### src/rtl/nibble_add_seq.sv
// Sequential W-bit adder that reuses an external 4-bit ripple-carry adder,
// one nibble per cycle from LSB to MSB, with valid/ready on both sides.
module nibble_add_seq #(
  parameter int unsigned NIBBLES = 4
) (
  input  logic                   clk,
  input  logic                   rst_n,
  input  logic                   in_valid,
  output logic                   in_ready,
  input  logic [4*NIBBLES-1:0]   op_a,
  input  logic [4*NIBBLES-1:0]   op_b,
  input  logic                   cin,
  output logic [3:0]             add_a,
  output logic [3:0]             add_b,
  output logic                   add_cin,
  input  logic [3:0]             add_s,
  input  logic                   add_cout,
  output logic                   out_valid,
  input  logic                   out_ready,
  output logic [4*NIBBLES-1:0]   sum,
  output logic                   cout,
  output logic                   ovf
);

  localparam int unsigned W  = 4 * NIBBLES;
  localparam int unsigned IW = (NIBBLES > 1) ? $clog2(NIBBLES) : 1;
  localparam logic [IW-1:0] LAST_IDX = IW'(NIBBLES - 1);

  typedef enum logic [1:0] {
    IDLE = 2'd0,
    RUN  = 2'd1,
    DONE = 2'd2
  } state_t;

  state_t          state;
  logic [IW-1:0]   idx;
  logic [W-1:0]    op_a_reg;
  logic [W-1:0]    op_b_reg;
  logic            cin_reg;
  logic            carry_reg;
  logic            ovf_c;

  // Adder operand steering: current nibble in RUN, quiet zeros otherwise
  always_comb begin
    add_a   = 4'd0;
    add_b   = 4'd0;
    add_cin = 1'b0;
    if (state == RUN) begin
      add_a   = 4'(op_a_reg >> {idx, 2'b00});
      add_b   = 4'(op_b_reg >> {idx, 2'b00});
      add_cin = (idx == '0) ? cin_reg : carry_reg;
    end
  end

  // Signed overflow: operands share a sign that the top sum nibble does not
  always_comb begin
    ovf_c = (op_a_reg[W-1] == op_b_reg[W-1]) && (add_s[3] != op_a_reg[W-1]);
  end

  // Control FSM plus operand, carry and result registers
  always_ff @(posedge clk or negedge rst_n) begin
    if (!rst_n) begin
      state     <= IDLE;
      idx       <= '0;
      op_a_reg  <= '0;
      op_b_reg  <= '0;
      cin_reg   <= 1'b0;
      carry_reg <= 1'b0;
      sum       <= '0;
      cout      <= 1'b0;
      ovf       <= 1'b0;
      out_valid <= 1'b0;
      in_ready  <= 1'b0;
    end else begin
      case (state)
        IDLE: begin
          out_valid <= 1'b0;
          if (in_valid && in_ready) begin
            op_a_reg <= op_a;
            op_b_reg <= op_b;
            cin_reg  <= cin;
            idx      <= '0;
            in_ready <= 1'b0;
            state    <= RUN;
          end else begin
            in_ready <= 1'b1;
          end
        end
        RUN: begin
          in_ready                 <= 1'b0;
          sum[{idx, 2'b00} +: 4]   <= add_s;
          carry_reg                <= add_cout;
          if (idx == LAST_IDX) begin
            cout      <= add_cout;
            ovf       <= ovf_c;
            out_valid <= 1'b1;
            state     <= DONE;
          end else begin
            idx <= idx + IW'(1);
          end
        end
        DONE: begin
          if (out_ready) begin
            out_valid <= 1'b0;
            in_ready  <= 1'b1;
            state     <= IDLE;
          end
        end
        default: begin
          out_valid <= 1'b0;
          in_ready  <= 1'b0;
          state     <= IDLE;
        end
      endcase
    end
  end

endmodule

### config.mk
export PLATFORM = sky130hd
export DESIGN_NAME = nibble_add_seq
export DESIGN_NICKNAME = d
export VERILOG_FILES = /design/src/rtl/nibble_add_seq.sv
export SDC_FILE = /design/constraint.sdc
export NUM_CORES = 1
export LEC_CHECK = 0
export ABC_AREA = 1
export ABC_CLOCK_PERIOD_IN_PS = 3900
export CAP_MARGIN = 20
export CORE_ASPECT_RATIO = 2
export CORE_MARGIN = 10
export CORE_UTILIZATION = 60
export CTS_CLUSTER_DIAMETER = 80
export DETAILED_ROUTE_END_ITERATION = 6
export DONT_BUFFER_PORTS = 1
export PLACE_DENSITY = 0.81
export SYNTH_ARGS = -nofsm -noshare
export SYNTH_HDL_FRONTEND = slang
export SYNTH_SLANG_ARGS = --single-unit
### constraint.sdc
create_clock -name clk -period 3.9 [get_ports clk]
set_clock_uncertainty 0.1 [all_clocks]
set_input_delay 0.39 -clock clk [delete_from_list [all_inputs] [get_ports clk]]
set_output_delay 0.39 -clock clk [all_outputs]
set_load 0.005 [all_outputs]
==> reports/qor.yml <==
end_kind: "output port"
antenna_found_initial: 0
irDropWorstVdd_mv: 0.614
required_ns: 3.41
worstPathCellList: "inv_1, ha_1, inv_1, nand2_1, a21oi_1"
clockRootBuffer: "clkbuf_8"
hold_viol: 0
synth-edff-count: 0
insertion_delay_ns: 0.34
critPathKind: "register to output port"
grt_max_degree: 59
leakage_nw: 1.67
clockPowerShare_pct: 25.7
comb_power_share_pct: 34.7
synth_xor_area_share_pct: 0
synth_area_um2: 2790
drc_errors: 0
overflow: 0
maxSlewViolCount: 0
synth_fp_nets: 400
layout-drive-gt1-share_pct: 9.50
ys_seq_area_share_pct: 52.1
yosysUniqueCellTypes: 15
die_y_um: 116
cts.clk_slew.worst_paths_ns: 0.07
postSynth.topFlopCell: "dfrtp_1"
rows: 35
critPathArrivalTime_ns: 2.47
slew_headroom_pct: 49.9
ys_ff_latch: 58
numCtsBuffers: 9
pin_count: 71
yosys.area_share.simple_pct: 26.1
cts_resized: 0
synthMuxAreaShare_pct: 0
slowest_delay_ns: 0.83
globalplace.congestion: 0.809
start_util_pct: 61.2
synthAdderAreaFrac_pct: 2.70
dieWidth_um: 68.2
switching_share_pct: 39.2
outcome: "finished, final reports clean"
cp_max_fo: 24
ys_async_sr_fraction_pct: 100
cpMostUsedCell: "inv_1"
drt_pre_antenna_iters: 4
synth_area_leaders: "dfrtp_1, nand2_1, inv_1"
power.density_nw_per_um2: 875
synth_area_per_cell_um2: 7.91
p_sw_mw: 1.06
tightest_slew_ns: 0.752
postCtsSetupRepairBufs: 0
yosys_warnings: 0
fin_crit_ns: 2.96
reg2reg_slack_ns: 1.32
synthTopCellsByCount: "nand2_1, dfrtp_1, inv_1, nor2_1, a21oi_1"
hold_path_class: "input port to register"
io_buffers: 0
dp_worst_setup_slack_ns: 1.28
yosys.area.top_type_share_pct: 52.1
period_share_pct: 75.8
seqPwrFrac_pct: 39.6
wire_per_inst_um: 16.0
htree_levels: 3
cts_sinks: 58
p_total_mw: 2.69
core_um2: 4550
grt_pass1_wl_um: 10900
clk_path_buf_depth: 2
syn_inst: 352
hold_buffers: 2
dieArea_um2: 7930
via_per_inst: 5.28
vias: 2180
syn_to_final_growth_pct: 10.3
antenna_cells: 0
synth_top_family_by_area: "simple AND/OR/NAND/NOR gates"
crit_path_start_kind: "register"
clock.fmax_mhz: 338
drv_cap: 0
yosysMostFrequentCell: "nand2_1"
antenna_left: 0
setup_tns_ns: 0
setup_viol: 0
finalNetCount: 401
rsz0062_at_grt: "no"
first_iter_violations: 130
yosysTopAreaCell: "dfrtp_1"
p_int_mw: 1.63
synth_compound_area_share_pct: 9.43
cts_tree: "done"
routed_wl_um: 6600
first_global_vias: 2362
hpwl_um: 4840
worst_slack_ns: 0.943
cp_slowest_cell: "dfrtp_1"
grt_usage_pct: 18.2
[power groups by stage]
stage	combinational [mW]	sequential [mW]	clock, mW
floorplan	0.791	0.992	0
global placement	0.880	1.07	0
detailed placement	0.917	1.08	0
CTS	0.942	1.07	0.701
global route	1.09	1.10	0.740
finish	0.934	1.06	0.692
[worst max-delay path: cells and delay by family, from the launching register on]
kind / cells / cell delay [ns]
buffers and inverters: 2 / 0.64
and+or+nand+nor: 1 / 0.06
AOI/OAI and AO/OA: 1 / 0.21
adders and majority gates: 1 / 0.38
DFF: 1 / 0.83
[cell usage in the layout, fill, tap and decap left out]
cell type      instances
a21oi_1               31
a21oi_2               10
buf_16                 1
buf_4                  1
bufinv_16              3
clkbuf_8              11
clkinv_1               1
clkinv_2               2
dfrtp_1               58
dlygate4sd3_1          1
ha_1                   6
inv_1                 49
nand2_1              106
nand2_2                1
nand3_1               28
nand4_1                2
nor2_1                38
nor2_2                 5
o21ai_0                4
[per-stage QoR]
step | hold slack [ns] | util (%) | area, um2 | cells
after floorplan | -0.00559 | - | 2790 | 352
after global placement | -0.00325 | 61.1 | 2780 | 395
after detailed placement | -0.00321 | 61.1 | 2780 | 395
after CTS | 0.0792 | 67.5 | 3070 | 413
after global routing | 0.0898 | 67.5 | 3070 | 413
final | 0.0860 | 67.5 | 3070 | 413
[final cells by class]
type	count	area, um2
Clock buffer	11	151
Clock inverter	5	100
Fill cell	379	1480
Inverter	50	188
Multi-Input combinational cell	231	1070
Sequential cell	58	1450
Tap cell	55	68.8
Timing Repair Buffer	3	45.0
[logic make-up (layout without fill, tap and decap cells)]
kind of cell | Yosys count | in the layout
AOI/OAI and AO/OA | 45 | 45
DFF | 58 | 58
buffers and inverters | 63 | 69
adders and majority gates | 6 | 6
and+or+nand+nor | 180 | 180
[worst paths after layout]
check / from / end / cells past startpoint
hold reg to reg: cin_reg / cin_reg / 2
hold / removal: out_ready / in_ready / 2
max in group asynchronous: rst_n / op_b_reg[5] / 2
min in group asynchronous: rst_n / sum[12] / 2
setup / recovery: idx[0] / add_cin / 5
setup reg to reg: idx[0] / sum[1] / 7
[per-layer routing]
layer / vias up / share of wire (%) / global-route usage, %
met1: 1009 / 35 / 17.8
met5: - / 0 / 0
met4: 0 / 3.3 / 9.18
li1: 1087 / - / -
met2: 66 / 53 / 31.5
met3: 18 / 8.3 / 7.30
No activity file was read; power rests on OpenSTA's default activity.
